`config.mk`:
```
export PLATFORM = sky130hd
export DESIGN_NAME = vga_capture_flat
export DESIGN_NICKNAME = d
export VERILOG_FILES = /design/src/rtl/vga_capture_if.sv /design/src/rtl/vga_capture.sv /design/src/flat_wrapper.sv
export SDC_FILE = /design/constraint.sdc
export NUM_CORES = 1
export LEC_CHECK = 0
export ABC_AREA = 0
export BUFFER_PORTS_ARGS = -buffer_cell sky130_fd_sc_hd__buf_2
export CAP_MARGIN = 20
export CORE_MARGIN = 3
export CORE_UTILIZATION = 35
export DETAILED_ROUTE_END_ITERATION = 8
export PLACE_DENSITY = 0.62
export SYNTH_ARGS = -nofsm -noshare
export SYNTH_HDL_FRONTEND = slang
export SYNTH_SLANG_ARGS = --single-unit
```
`constraint.sdc`:
```
create_clock -name iCLK -period 6.4 [get_ports iCLK]
set_input_delay 1.28 -clock iCLK [delete_from_list [all_inputs] [get_ports iCLK]]
set_output_delay 1.28 -clock iCLK [all_outputs]
set_load 0.02 [all_outputs]
```
`src/rtl/vga_capture_if.sv`:
```
// VGA input stream and framebuffer write port of vga_capture.
// The capture block takes the slave view; the VGA source / write sink takes master.
interface vga_capture_if;
    logic        iVGA_H_SYNC;
    logic        iVGA_V_SYNC;
    logic [9:0]  iVGA_R;
    logic [9:0]  iVGA_G;
    logic [9:0]  iVGA_B;
    logic        oWrite;
    logic [19:0] oAddress;
    logic [9:0]  oCoord_X;
    logic [9:0]  oCoord_Y;
    logic [9:0]  oR;
    logic [9:0]  oG;
    logic [9:0]  oB;

    modport master (
        output iVGA_H_SYNC, iVGA_V_SYNC, iVGA_R, iVGA_G, iVGA_B,
        input  oWrite, oAddress, oCoord_X, oCoord_Y, oR, oG, oB
    );

    modport slave (
        input  iVGA_H_SYNC, iVGA_V_SYNC, iVGA_R, iVGA_G, iVGA_B,
        output oWrite, oAddress, oCoord_X, oCoord_Y, oR, oG, oB
    );
endinterface

```
`src/rtl/vga_capture.sv`:
```
// VGA capture: rebuilds pixel coordinates from sync edges, verifies line/frame timing,
// and emits framebuffer writes. Define VGA_CAPTURE_CHECKSUM_EN to build the frame checksum.
module vga_capture #(
    parameter int X_START = 144,
    parameter int Y_START = 35,
    parameter int H_ACT   = 640,
    parameter int V_ACT   = 480,
    parameter int H_TOTAL = 800,
    parameter int V_TOTAL = 525
) (
    input  logic         iCLK,
    input  logic         iRST_N,
    vga_capture_if.slave bus,
    input  logic         iEnable,
    output logic         oLocked,
    output logic         oFrame_Done,
    output logic         oErr,
    output logic [31:0]  oFrame_Sum
);
    localparam logic [10:0] X_LO    = 11'(X_START);
    localparam logic [10:0] X_HI    = 11'(X_START + H_ACT);
    localparam logic [9:0]  Y_LO    = 10'(Y_START);
    localparam logic [9:0]  Y_HI    = 10'(Y_START + V_ACT);
    localparam logic [10:0] H_LAST  = 11'(H_TOTAL - 1);
    localparam logic [9:0]  V_LAST  = 10'(V_TOTAL - 1);
    localparam logic [19:0] H_ACT_W = 20'(H_ACT);

    typedef enum logic [1:0] {SEARCH, MEASURE, LOCKED} state_t;

    logic        s_hs, s_vs, s_hs_d, s_vs_d, s_en;
    logic [9:0]  s_r, s_g, s_b;
    logic [10:0] r_h_cnt;
    logic [9:0]  r_v_cnt;
    logic        r_v_pend;
    state_t      r_state;
    logic        r_cap_en, r_err, r_done, r_write;
    logic [19:0] r_addr;
    logic [9:0]  r_x, r_y, r_r, r_g, r_b;

    logic        w_h_fall, w_v_fall, w_h_bad, w_v_bad, w_mis;
    logic        w_act, w_wr, w_done;
    logic [9:0]  w_x, w_y;
    logic [19:0] w_addr;

    // Input stage: sync, enable and colour registered once
    always_ff @(posedge iCLK or negedge iRST_N) begin
        if (!iRST_N) begin
            s_hs   <= 1'b0;
            s_vs   <= 1'b0;
            s_hs_d <= 1'b0;
            s_vs_d <= 1'b0;
            s_en   <= 1'b0;
        end else begin
            s_hs   <= bus.iVGA_H_SYNC;
            s_vs   <= bus.iVGA_V_SYNC;
            s_hs_d <= s_hs;
            s_vs_d <= s_vs;
            s_en   <= iEnable;
        end
    end

    always_ff @(posedge iCLK) begin
        s_r <= bus.iVGA_R;
        s_g <= bus.iVGA_G;
        s_b <= bus.iVGA_B;
    end

    assign w_h_fall = s_hs_d & ~s_hs;
    assign w_v_fall = s_vs_d & ~s_vs;

    // A saturated counter means the sync stopped arriving, so it is treated as a mismatch
    assign w_h_bad = (w_h_fall & (r_h_cnt != H_LAST)) | (r_h_cnt == 11'h7FF);
    assign w_v_bad = (w_v_fall & (r_v_cnt != V_LAST)) | (r_v_cnt == 10'h3FF);
    assign w_mis   = w_h_bad | w_v_bad;

    assign w_act  = r_cap_en && (r_state == LOCKED) &&
                    (r_h_cnt >= X_LO) && (r_h_cnt < X_HI) &&
                    (r_v_cnt >= Y_LO) && (r_v_cnt < Y_HI);
    assign w_wr   = w_act & ~w_mis;
    assign w_x    = 10'(r_h_cnt - X_LO);
    assign w_y    = r_v_cnt - Y_LO;
    assign w_addr = 20'(w_y) * H_ACT_W + 20'(w_x);
    assign w_done = w_v_fall & ~w_mis & r_cap_en & (r_state == LOCKED);

    always_ff @(posedge iCLK or negedge iRST_N) begin
        if (!iRST_N) begin
            r_h_cnt  <= '0;
            r_v_cnt  <= '0;
            r_v_pend <= 1'b0;
        end else begin
            if (w_h_fall)
                r_h_cnt <= '0;
            else if (r_h_cnt != 11'h7FF)
                r_h_cnt <= r_h_cnt + 11'd1;

            // A vsync fall anywhere in the previous line restarts the line count
            if (w_h_fall) begin
                r_v_pend <= 1'b0;
                if (r_v_pend | w_v_fall)
                    r_v_cnt <= '0;
                else if (r_v_cnt != 10'h3FF)
                    r_v_cnt <= r_v_cnt + 10'd1;
            end else if (w_v_fall) begin
                r_v_pend <= 1'b1;
            end
        end
    end

    always_ff @(posedge iCLK or negedge iRST_N) begin
        if (!iRST_N) begin
            r_state  <= SEARCH;
            r_cap_en <= 1'b0;
            r_err    <= 1'b0;
            r_done   <= 1'b0;
        end else begin
            r_done <= w_done;
            case (r_state)
                SEARCH: begin
                    if (w_v_fall)
                        r_state <= MEASURE;
                end
                MEASURE: begin
                    if (w_mis) begin
                        r_state <= SEARCH;
                    end else if (w_v_fall) begin
                        r_state  <= LOCKED;
                        r_cap_en <= s_en;
                    end
                end
                LOCKED: begin
                    if (w_mis) begin
                        r_state  <= SEARCH;
                        r_cap_en <= 1'b0;
                        r_err    <= 1'b1;
                    end else if (w_v_fall) begin
                        r_cap_en <= s_en;
                    end
                end
                default: r_state <= SEARCH;
            endcase
        end
    end

    // Output stage: address, coordinates and colour hold between writes
    always_ff @(posedge iCLK or negedge iRST_N) begin
        if (!iRST_N) begin
            r_write <= 1'b0;
            r_addr  <= '0;
            r_x     <= '0;
            r_y     <= '0;
            r_r     <= '0;
            r_g     <= '0;
            r_b     <= '0;
        end else begin
            r_write <= w_wr;
            if (w_wr) begin
                r_addr <= w_addr;
                r_x    <= w_x;
                r_y    <= w_y;
                r_r    <= s_r;
                r_g    <= s_g;
                r_b    <= s_b;
            end
        end
    end

`ifdef VGA_CAPTURE_CHECKSUM_EN
    logic [31:0] r_acc, r_sum, w_acc_nxt;

    assign w_acc_nxt = r_acc + (r_write ? (32'(r_r) + 32'(r_g) + 32'(r_b)) : 32'd0);

    always_ff @(posedge iCLK or negedge iRST_N) begin
        if (!iRST_N) begin
            r_acc <= '0;
            r_sum <= '0;
        end else begin
            r_acc <= w_v_fall ? 32'd0 : w_acc_nxt;
            if (w_done)
                r_sum <= w_acc_nxt;
        end
    end

    assign oFrame_Sum = r_sum;
`else
    assign oFrame_Sum = 32'd0;
`endif

    assign bus.oWrite   = r_write;
    assign bus.oAddress = r_addr;
    assign bus.oCoord_X = r_x;
    assign bus.oCoord_Y = r_y;
    assign bus.oR       = r_r;
    assign bus.oG       = r_g;
    assign bus.oB       = r_b;
    assign oLocked      = (r_state == LOCKED);
    assign oFrame_Done  = r_done;
    assign oErr         = r_err;
endmodule

```
`src/flat_wrapper.sv`:
```
// flat-port wrapper written by rule: the top's interface ports become plain ports
module vga_capture_flat 
#(
    parameter int X_START = 144,
    parameter int Y_START = 35,
    parameter int H_ACT   = 640,
    parameter int V_ACT   = 480,
    parameter int H_TOTAL = 800,
    parameter int V_TOTAL = 525
)
  (iCLK, iRST_N, iEnable, oLocked, oFrame_Done, oErr, oFrame_Sum, bus_iVGA_H_SYNC, bus_iVGA_V_SYNC, bus_iVGA_R, bus_iVGA_G, bus_iVGA_B, bus_oWrite, bus_oAddress, bus_oCoord_X, bus_oCoord_Y, bus_oR, bus_oG, bus_oB);
  vga_capture_if bus_i ();
  input  logic iCLK;
  input  logic iRST_N;
  input  logic iEnable;
  output logic oLocked;
  output logic oFrame_Done;
  output logic oErr;
  output logic [31:0] oFrame_Sum;
  input wire logic [$bits(bus_i.iVGA_H_SYNC)-1:0] bus_iVGA_H_SYNC;
  input wire logic [$bits(bus_i.iVGA_V_SYNC)-1:0] bus_iVGA_V_SYNC;
  input wire logic [$bits(bus_i.iVGA_R)-1:0] bus_iVGA_R;
  input wire logic [$bits(bus_i.iVGA_G)-1:0] bus_iVGA_G;
  input wire logic [$bits(bus_i.iVGA_B)-1:0] bus_iVGA_B;
  output wire logic [$bits(bus_i.oWrite)-1:0] bus_oWrite;
  output wire logic [$bits(bus_i.oAddress)-1:0] bus_oAddress;
  output wire logic [$bits(bus_i.oCoord_X)-1:0] bus_oCoord_X;
  output wire logic [$bits(bus_i.oCoord_Y)-1:0] bus_oCoord_Y;
  output wire logic [$bits(bus_i.oR)-1:0] bus_oR;
  output wire logic [$bits(bus_i.oG)-1:0] bus_oG;
  output wire logic [$bits(bus_i.oB)-1:0] bus_oB;
  assign bus_i.iVGA_H_SYNC = bus_iVGA_H_SYNC;
  assign bus_i.iVGA_V_SYNC = bus_iVGA_V_SYNC;
  assign bus_i.iVGA_R = bus_iVGA_R;
  assign bus_i.iVGA_G = bus_iVGA_G;
  assign bus_i.iVGA_B = bus_iVGA_B;
  assign bus_oWrite = bus_i.oWrite;
  assign bus_oAddress = bus_i.oAddress;
  assign bus_oCoord_X = bus_i.oCoord_X;
  assign bus_oCoord_Y = bus_i.oCoord_Y;
  assign bus_oR = bus_i.oR;
  assign bus_oG = bus_i.oG;
  assign bus_oB = bus_i.oB;
  vga_capture #(.X_START(X_START), .Y_START(Y_START), .H_ACT(H_ACT), .V_ACT(V_ACT), .H_TOTAL(H_TOTAL), .V_TOTAL(V_TOTAL)) u_core (.iCLK(iCLK), .iRST_N(iRST_N), .bus(bus_i), .iEnable(iEnable), .oLocked(oLocked), .oFrame_Done(oFrame_Done), .oErr(oErr), .oFrame_Sum(oFrame_Sum));
endmodule
```
==> qor.yml, run 1 <==
async_reset_ff_share_pct: 76.2
synth_area_leaders: "dfrtp_1 39%, dfxtp_1 9.8%, mux2_4 9.3%, buf_4 4.8%, ha_1 4.3%"
hpwl_mm: 8.88
cts_resized: 0
powerDensity_nw_per_um2: 278
vdd_drop_max_mv: 0.194
largest_register_ffs: 13
gr-usage-all-layers_pct: 13.1
diodes: 0
critical_path_class: "reg2reg"
synth_area_um2: 6110
cp_data_required_time_ns: 6.68
vias_per_cell: 4.70
path_clk_slew_ns: 0.06
worstMarginPinSlew_ns: 0.995
numCtsBuffers: 17
layout.nets: 713
arrival_ns: 4.45
fin_crit_sh_pct: 65.2
clock-sinks: 126
die_x_um: 138
hold_ws_ns: 0.397
cap_violations: 0
p_total_uw: 2000
ios: 141
synth_area_leader_cell: "dfrtp_1"
cp-start-kind: "register"
critPathMaxFanout: 12
wl_mm: 12.2
syn_to_final_growth_pct: 18.0
grt_max_degree: 68
timing.critical_path.mode_cell: "ha_1"
drt_iter0_markers: 144
first_pass_iters: 5
drcViolationCount: 0
post-cts-setup-buffers: 0
grt_pass1_vias: 4092
clock_skew_ns: 0.00574
period_minus_slack_ns: 4.17
max_stage_delay_ns: 0.56
overflow: 0
yosysWarnings: 0
hp-class: "reg2reg"
synth-seq-area-share_pct: 49.1
gp_congestion: 0.858
clock_latency_ns: 0.41
setup-tns-final_ns: 0
synth_top_area_share_pct: 39.3
core_um2: 16800
synth-edff-count: 0
final_common_cell: "buf_2"
syn_avg_cell_area_um2: 11.0
synth_ff_type: "dfrtp_1"
cts_hold_buf: 0
die_y_um: 138
rsz0062_at_grt: "no"
ys_types: 60
start_util_pct: 36.3
slew_viol_final: 0
cts_tree: "yes"
drive_gt1_share_pct: 27.8
relSlewSlack_pct: 33.5
syn_inst: 556
ctsLongestPathBuffers: 2
max_freq_ghz: 0.240
h-tree-depth: 4
routed-via-count: 4174
finalSetupViolCount: 0
slowest_stage: "or4_1"
port-buffer-count: 108
layout_common_cells: "107 x buf_2, 96 x dfrtp_1, 45 x nand2_1"
grt_pass1_wl_mm: 20.8
crit_path_end_kind: "register"
cp_cell_sequence: "ha_1, or4_1, a211oi_1, xor2_1, ha_1, ha_1, a2111oi_0, o21ai_0, a221o_1, nand4_1, xor2_1, o21ai_0"
finalHoldViolations: 0
final_antenna_net_count: 0
placementRows: 47
antenna_found_initial: 0
power.leakage_uw: 0.00368
ys_ff_latch: 126
root_buffer: "clkbuf_16"
status: "finished clean"
die_area_um2: 19100
wire_per_inst_um: 13.7
[cell usage after synthesis, types with 6 or more instances]
| cell | instances |
|---|---|
| buf_6 | 7 |
| xor2_1 | 26 |
| buf_4 | 39 |
| nand4_1 | 6 |
| nor4_1 | 6 |
| a21oi_1 | 17 |
| inv_1 | 17 |
| nor2_1 | 38 |
| clkbuf_1 | 12 |
| nand2b_1 | 6 |
| a211oi_1 | 7 |
| ha_1 | 21 |
| dfxtp_1 | 30 |
| o21ai_0 | 36 |
| nand3_1 | 11 |
| nand2_1 | 45 |
| dfrtp_1 | 96 |
| nor2b_1 | 11 |
| mux2_4 | 38 |
| xnor2_1 | 13 |
[layout make-up]
| class | instances | area, um2 |
|---|---|---|
| fillers | 1623 | 9610 |
| clock buffers | 21 | 483 |
| well taps | 220 | 275 |
| flip-flops and latches | 126 | 3000 |
| clock inverters | 11 | 81.3 |
| inverters | 17 | 63.8 |
| repair buffers | 111 | 578 |
| multi-input cells | 382 | 2730 |
[through the flow]
step | instances | setup slack, ns | area [um2] | util [%]
5_1_grt | 888 | 1.74 | 7210 | 42.9
3_3_place_gp | 855 | 2.33 | 6630 | 39.4
4_1_cts | 887 | 2.24 | 7190 | 42.8
6_report | 888 | 2.23 | 7210 | 42.9
2_1_floorplan | 587 | 2.56 | 6230 | -
3_5_place_dp | 855 | 2.26 | 6630 | 39.4
[report_power, final]
group / internal [uW] / total (uW) / switching (uW)
sequential: 825 / 855 / 29.8
clock: 542 / 893 / 351
combinational: 98.0 / 254 / 155
[worst max-delay path: cells and delay by family, from the launching register on]
family | cells | cell delay, ns
xor gates and xnor gates | 2 | 0.43
adders and majority gates | 3 | 0.90
AOI/OAI and AO/OA | 5 | 1.53
and+or+nand+nor | 2 | 0.68
DFF | 1 | 0.50
[cells by family after synthesis]
logic type                 Yosys count  share of synthesized area, %
muxes                               40                          9.66
buffers and inverters               79                          8.15
xor gates and xnor gates            39                          5.59
AOI/OAI and AO/OA                   96                          10.1
DFF                                126                          49.1
adders and majority gates           23                          4.95
and+or+nand+nor                    152                          12.4
other                                1                        0.0614
[worst paths after layout]
kind,from,slack (ns),cells after the start,endpoint
worst max register to register,u_core.r_v_cnt[0],2.23,12,u_core.bus.oAddress[18]
min in group asynchronous,iRST_N,0.85,1,u_core.bus.oG[7]
worst max-delay path,u_core.r_v_cnt[0],2.23,12,u_core.bus.oAddress[18]
max in group asynchronous,iRST_N,4.45,2,u_core.bus.oCoord_Y[3]
worst min-delay path,u_core.s_vs,0.40,0,u_core.s_vs_d
worst min register to register,u_core.s_vs,0.40,0,u_core.s_vs_d
[layer usage]
layer,share of wire [%],global-route usage (%),vias to the layer above
met3,6.2,4.11,15
met5,0,0,-
met4,1.8,4.84,0
met1,46,17.8,1977
met2,46,19.6,137
li1,-,-,2045
(Power assumes the default switching activity.)
==> run 2: changes to the inputs <==
--- a/config.mk
+++ b/config.mk
@@ -5,7 +5,7 @@
 export SDC_FILE = /design/constraint.sdc
 export NUM_CORES = 1
 export LEC_CHECK = 0
-export ABC_AREA = 0
+export ABC_AREA = 1
 export BUFFER_PORTS_ARGS = -buffer_cell sky130_fd_sc_hd__buf_2
 export CAP_MARGIN = 20
 export CORE_MARGIN = 3
==> constraint.sdc (replaced) <==
create_clock -name iCLK -period 4.25 [get_ports iCLK]
set_input_delay 0.85 -clock iCLK [delete_from_list [all_inputs] [get_ports iCLK]]
set_output_delay 0.85 -clock iCLK [all_outputs]
set_load 0.02 [all_outputs]
==> run 2 against run 1 <==
Net effect:
- combinational power rose by 35%
- first-iteration DRC count increased by 40%
- core utilization grew 0.55 points
- worst hold slack lost 0.0067 ns
- largest cell class unchanged
- sequential power rose by 49%
==> qor.yml, run 2 <==
placedCellCount: 1004  # +17%
hold_depth: 0  # unchanged
start_util_pct: 36.5  # +0.11 points
overflow: 0  # unchanged
nFillCells: 1647  # +1.5%
yosysMostFrequentCell: "nand2_1"
r2r_end: "u_core.bus.oAddress[18]"
h-tree-depth: 4  # unchanged
finalSetupViolCount: 0  # unchanged
largest_register_ffs: 13  # unchanged
cp-start-kind: "register"
pwr-share-seq_pct: 42.6  # about the same
grt_pass1_vias: 4502  # +10%
placementRows: 46  # -2.1%
grt_max_degree: 71  # +4.4%
syn_to_final_growth_pct: 19.1
timing.rr.start: "u_core.r_v_cnt[0]"
ys_types: 33  # -45%
syn_inst: 703  # +26%
path_clk_slew_ns: 0.06  # about the same
yosysWarnings: 0  # unchanged
relSlewSlack_pct: 40.1  # +6.6 points
hp-class: "reg2reg"
gp_congestion: 0.880  # +2.5%
p_int_uw: 2160  # +48%
syn_avg_cell_area_um2: 8.42  # -23%
synth_ff_type: "dfrtp_1"
die_x_um: 136  # -1.5%
drcViolationCount: 0  # unchanged
finalHoldViolations: 0  # unchanged
drive_gt1_share_pct: 18.8  # -9.1 points
layout.nets: 866  # +21%
synth_area_um2: 5920  # -3.2%
synth-seq-area-share_pct: 50.8  # +1.6 points
clock_power_share_pct: 46.0  # +1.4 points
synth_top_area_share_pct: 40.6  # +1.3 points
hpwl_mm: 8.99  # +1.2%
reg2reg_depth: 15  # +3
synth_area_leader_cell: "dfrtp_1"
ios: 141  # unchanged
power_frac_comb_pct: 11.5  # -1.2 points
crit_path_end_kind: "register"
final_cells: 1037  # +17%
drt_iter0_markers: 202  # +40%
worstMarginPinSlew_ns: 0.898  # -0.0969 ns
clock_skew_ns: 0.0142  # +0.00845 ns
ys_top_cells_by_count: "229 x nand2_1, 96 x dfrtp_1, 59 x inv_1"
hold_path.startpoint: "u_core.s_vs"
antenna_found_initial: 0  # unchanged
slew_viol_final: 0  # unchanged
cts_hold_buf: 0  # unchanged
synth-edff-count: 0  # unchanged
critPathMaxFanout: 7  # -5
cts_tree: "yes"
period_minus_slack_ns: 3.24  # -0.930 ns
ys_ff_latch: 126  # unchanged
status: "finished clean"
cap_violations: 0  # unchanged
clock-sinks: 126  # unchanged
ctsLongestPathBuffers: 2  # unchanged
die_area_um2: 18500  # -3.1%
wire_per_inst_um: 12.3  # -11%
fin_crit_sh_pct: 76.3  # +11 points
hold_end: "u_core.s_vs_d"
final_core_util_pct: 43.4  # +0.55 points
final_common_cell: "nand2_1"
switching_share_pct: 27.5  # +0.69 points
seqCellArea_um2: 3000  # unchanged
grt_pass1_wl_mm: 21.8  # +4.5%
gr-usage-all-layers_pct: 14.8  # +1.7 points
p_total_uw: 2980  # +49%
critical_path_class: "reg2reg"
layout_common_cells: "229 x nand2_1, 108 x buf_2, 96 x dfrtp_1"
first_pass_iters: 4  # -1
cp_data_required_time_ns: 4.60  # -2.08 ns
diodes: 0  # unchanged
clock_latency_ns: 0.42  # about the same
rsz0062_at_grt: "no"
cts_resized: 0  # unchanged
ff2ff_setup_slack_ns: 1.01  # -1.22 ns
powerDensity_nw_per_um2: 423  # +52%
numCtsBuffers: 17  # unchanged
vias_per_cell: 4.47  # -4.8%
post-cts-setup-buffers: 0  # unchanged
max_freq_ghz: 0.308  # +29%
vdd_drop_max_mv: 0.257  # +33%
root_buffer: "clkbuf_16"
switchingPower_uw: 819  # +53%
core_um2: 16200  # -3.5%
routed-via-count: 4638  # +11%
place_ws_ns: 1.01  # -1.24 ns
synth_area_leaders: "dfrtp_1 41%, nand2_1 15%, dfxtp_1 10%, buf_4 4.9%, ha_1 4.4%"
arrival_ns: 3.60  # -0.85 ns
power.leakage_uw: 0.00385  # +4.5%
wl_mm: 12.7  # +4.2%
port-buffer-count: 108  # unchanged
die_y_um: 136  # -1.5%
final_antenna_net_count: 0  # unchanged
setup-tns-final_ns: 0  # unchanged
multi_input_comb_area_um2: 2390  # -12%
async_reset_ff_share_pct: 76.2  # unchanged
fin_ws_ns: 1.01  # -1.22 ns
-- run 2: cell count changes after synthesis, moves of 16 or more --
cell,change
nand2_1,+184
nand3_1,+33
inv_1,+42
mux2_4,-38
o21ai_0,-16
o21ai_1,+23
-- run 2: final cells by class --
| class | count | share of cell area (%) |
|---|---|---|
| multi-input combinational | 489 | 34.0 |
| timing repair buffer | 112 | 8.27 |
| inverter | 62 | 3.30 |
| clock buffer | 20 | 6.62 |
| clock inverter | 12 | 1.40 |
| sequential | 126 | 42.6 |
| tap | 216 | 3.83 |
-- run 2: power by group through the flow --
stage | Combinational [uW] | Sequential, uW | Clock (uW)
2_1_floorplan | 267 | 1290 | 0
3_3_place_gp | 337 | 1290 | 0
3_5_place_dp | 344 | 1290 | 0
4_1_cts | 345 | 1270 | 1410
5_1_grt | 398 | 1270 | 1480
6_report | 342 | 1270 | 1370
-- run 2: per-layer routing --
metal  GRT usage [%]  wire (um)
met1            19.7       6020
met2            22.8       5680
met3            4.59        819
met4            5.38        203
met5               0          0
-- run 2: stage by stage --
step | area [um2] | hold WS, ns
floorplan | 6030 | 0.354
global placement | 6480 | 0.373
detailed placement | 6480 | 0.371
CTS | 7040 | 0.385
global route | 7050 | 0.396
finish | 7050 | 0.391
-- run 2: worst max path at each step --
stage	end	start	slack (ns)
floorplan	u_core.bus.oAddress[18]	u_core.r_v_cnt[2]	1.33
global placement	u_core.bus.oAddress[18]	u_core.r_v_cnt[0]	1.10
detailed placement	u_core.bus.oAddress[18]	u_core.r_v_cnt[0]	1.01
CTS	u_core.bus.oAddress[18]	u_core.r_v_cnt[0]	0.99
global route	u_core.bus.oAddress[18]	u_core.r_v_cnt[0]	0.52
finish	u_core.bus.oAddress[18]	u_core.r_v_cnt[0]	1.01
-- run 2: cells by family after synthesis --
| logic type | after synthesis | share of synthesized area (%) |
|---|---|---|
| AND/OR/NAND/NOR | 343 | 24.3 |
| AO/OA/AOI/OAI | 74 | 6.49 |
| buffers and inverters | 119 | 10.7 |
| XOR/XNOR | 17 | 2.52 |
| flip-flops | 126 | 50.8 |
| other | 1 | 0.0634 |
| adder cells (fa/ha/maj) | 23 | 5.12 |
-- run 2: worst max-delay path, cell delays in order, from the launching register on --
cell,delay (ns)
dfrtp_1,0.47
inv_1,0.17
ha_1,0.40
ha_1,0.30
ha_1,0.25
fa_1,0.53
nand2_1,0.07
nor2_1,0.09
nand2_1,0.07
a21oi_1,0.19
nand3_1,0.11
nor2_1,0.21
nand3_1,0.10
nand2_1,0.07
nand3_1,0.07
nand2_1,0.07
==> run 3: changes to the inputs <==
==> constraint.sdc (replaced) <==
create_clock -name iCLK -period 3.15 [get_ports iCLK]
set_input_delay 0.63 -clock iCLK [delete_from_list [all_inputs] [get_ports iCLK]]
set_output_delay 0.63 -clock iCLK [all_outputs]
set_load 0.02 [all_outputs]
==> run 3 against run 2 <==
Net effect:
- design area grew 3.1%
- clock skew shrank 0.0023 ns
- critical path type unchanged
- via count shrank 0.17%
- global-route usage shrank 0.38 points
- total power grew 40%
- worst setup slack lost 0.83 ns
- final cell count grew 1.2%
- flip-flop and latch count is the same
==> qor.yml, run 3 (synthesized netlist as in run 2, its figures left out) <==
pwr-share-seq_pct: 40.9  # -1.7 points
finalHoldViolations: 0  # unchanged
status: "finished clean"
clock_latency_ns: 0.42  # about the same
hold_ws_ns: 0.284  # -0.107 ns
cts_tree: "yes"
clock-sinks: 126  # unchanged
drt_iter0_markers: 220  # +8.9%
setup-tns-final_ns: 0  # unchanged
switchingPower_uw: 1150  # +41%
critPathMaxFanout: 5  # -2
period_minus_slack_ns: 2.97  # -0.275 ns
critical_path_class: "reg2reg"
ios: 141  # unchanged
root_buffer: "clkbuf_16"
die_area_um2: 18500  # unchanged
path_delay_family: "adder cells"
wl_mm: 12.7  # +0.12%
cp-start-kind: "register"
final_antenna_net_count: 0  # unchanged
switching_share_pct: 27.6  # +0.14 points
cap_violations: 0  # unchanged
clock_power_share_pct: 46.9  # +0.9 points
cp_data_required_time_ns: 3.45  # -1.15 ns
cp_cell_sequence: "nand2_1, nand2_1, xor2_2, inv_1, ha_1, ha_2, fa_1, nand2_1, nor2_1, nand2_1, a21oi_2, nand3_2, nor2_4, buf_4, xnor2_1, o21ai_1"
p_int_uw: 3030  # +40%
seqCellArea_um2: 3010  # +0.12%
finalSetupViolCount: 0  # unchanged
gr-usage-all-layers_pct: 14.4  # -0.38 points
wire_per_inst_um: 12.1  # -1.0%
h-tree-depth: 4  # unchanged
layout.nets: 878  # +1.4%
final_core_util_pct: 44.8  # +1.4 points
vdd_drop_max_mv: 0.342  # +33%
place_ws_ns: 0.0217  # -0.992 ns
powerDensity_nw_per_um2: 575  # +36%
slowest_stage: "fa_1"
grt_pass1_vias: 4387  # -2.6%
cp-startpoint: "u_core.r_v_cnt[1]"
drive_gt1_share_pct: 22.1  # +3.3 points
max_freq_ghz: 0.337  # +9.3%
final_common_cell: "nand2_1"
nFillCells: 1648  # +0.061%
port-buffer-count: 108  # unchanged
syn_to_final_growth_pct: 22.9
fin_crit_sh_pct: 94.2  # +18 points
grt_max_degree: 59  # -17%
timing.rr.start: "u_core.r_v_cnt[1]"
largest_register_ffs: 13  # unchanged
power.leakage_uw: 0.00394  # +2.5%
routed-via-count: 4630  # -0.17%
arrival_ns: 3.27  # -0.33 ns
grt_pass1_wl_mm: 21.1  # -2.9%
core_um2: 16200  # unchanged
start_util_pct: 36.5  # unchanged
vias_per_cell: 4.41  # -1.3%
drcViolationCount: 0  # unchanged
relSlewSlack_pct: 49.7  # +9.5 points
overflow: 0  # unchanged
antenna_found_initial: 0  # unchanged
diodes: 0  # unchanged
placementRows: 46  # unchanged
p_total_uw: 4180  # +40%
layout_common_cells: "228 x nand2_1, 107 x buf_2, 93 x dfrtp_1"
cp_num_buf_inv: 2  # +1
clock_skew_ns: 0.0119  # -0.00227 ns
ctsLongestPathBuffers: 2  # unchanged
gp_congestion: 0.862  # -2.1%
fin_ws_ns: 0.182  # -0.825 ns
first_pass_iters: 4  # unchanged
hpwl_mm: 9.06  # +0.78%
rsz0062_at_grt: "yes"
numCtsBuffers: 17  # unchanged
timing.critical_path.mode_cell: "nand2_1"
slew_viol_final: 0  # unchanged
worstMarginPinSlew_ns: 0.755  # -0.143 ns
die_y_um: 136  # unchanged
path_clk_slew_ns: 0.06  # about the same
multi_input_comb_area_um2: 2460  # +2.8%
crit_path_end_kind: "register"
hp-class: "in2async"
power_frac_comb_pct: 12.2  # +0.7 points
max_stage_delay_ns: 0.51  # -0.02 ns
die_x_um: 136  # unchanged
[run 3: cell count changes in the layout (fill, tap and decap cells not counted), sizes merged]
cell	before	now
bufinv	0	1
clkbuf	20	18
buf	112	124
clkinvlp	2	1
clkinv	4	5
inv	68	69
[run 3: path summary, 6_finish.rpt]
check | to | slack, ns | cells past startpoint
max | u_core.bus.oAddress[16] | 0.18 | 16
min | u_core.s_hs | 0.28 | 1
max reg2reg | u_core.bus.oAddress[16] | 0.18 | 16
min reg2reg | u_core.s_vs_d | 0.38 | 0
max in group asynchronous | u_core.bus.oR[0] | 2.19 | 2
min in group iCLK | u_core.s_b[3] | 0.31 | 1
[run 3: area by class of cell]
class	count	share of cell area, %
Sequential cell	126	41.4
Inverter	62	3.20
Tap cell	216	3.72
Clock buffer	18	6.20
Timing Repair Buffer	124	9.64
Multi-Input combinational cell	489	33.9
Clock inverter	14	2.03
[run 3: per-layer routing]
layer  vias to the layer above  part of all wire [%]  global-route usage [%]
li1                       2410                     -                       -
met1                      2081                    47                    18.8
met2                       128                    45                    22.3
met3                        11                   6.8                    5.18
met4                         0                   1.0                    4.87
met5                         -                     0                       0
[run 3: worst register-to-register path: cells and delay by family, from the launching register on]
family,cells,cell delay (ns)
buffers and inverters,2,0.18
AND/OR/NAND/NOR,7,0.71
XOR/XNOR,2,0.26
adder cells (fa/ha/maj),3,1.01
flip-flops,1,0.42
AO/OA/AOI/OAI,2,0.28
[run 3: repair_timing]
| action | 4_1_cts | 5_1_grt |
|---|---|---|
| setup buffers | 0 | 6 |
| setup endpoints to repair | 0 | 5 |
| hold buffers | 0 | 0 |
| resized for setup | 0 | 21 |
[run 3: metrics by stage]
step,cells,instance area (um2)
floorplan,734,6030
global placement,1011,6560
detailed placement,1011,6560
CTS,1043,7150
global route,1049,7270
finish,1049,7270
[run 3: power groups by stage]
stage / clock, uW / combinational, uW / sequential (uW)
floorplan: 0 / 360 / 1740
finish: 1960 / 510 / 1710
global route: 2110 / 585 / 1720
detailed placement: 0 / 473 / 1740
global placement: 0 / 467 / 1740
CTS: 2030 / 477 / 1710
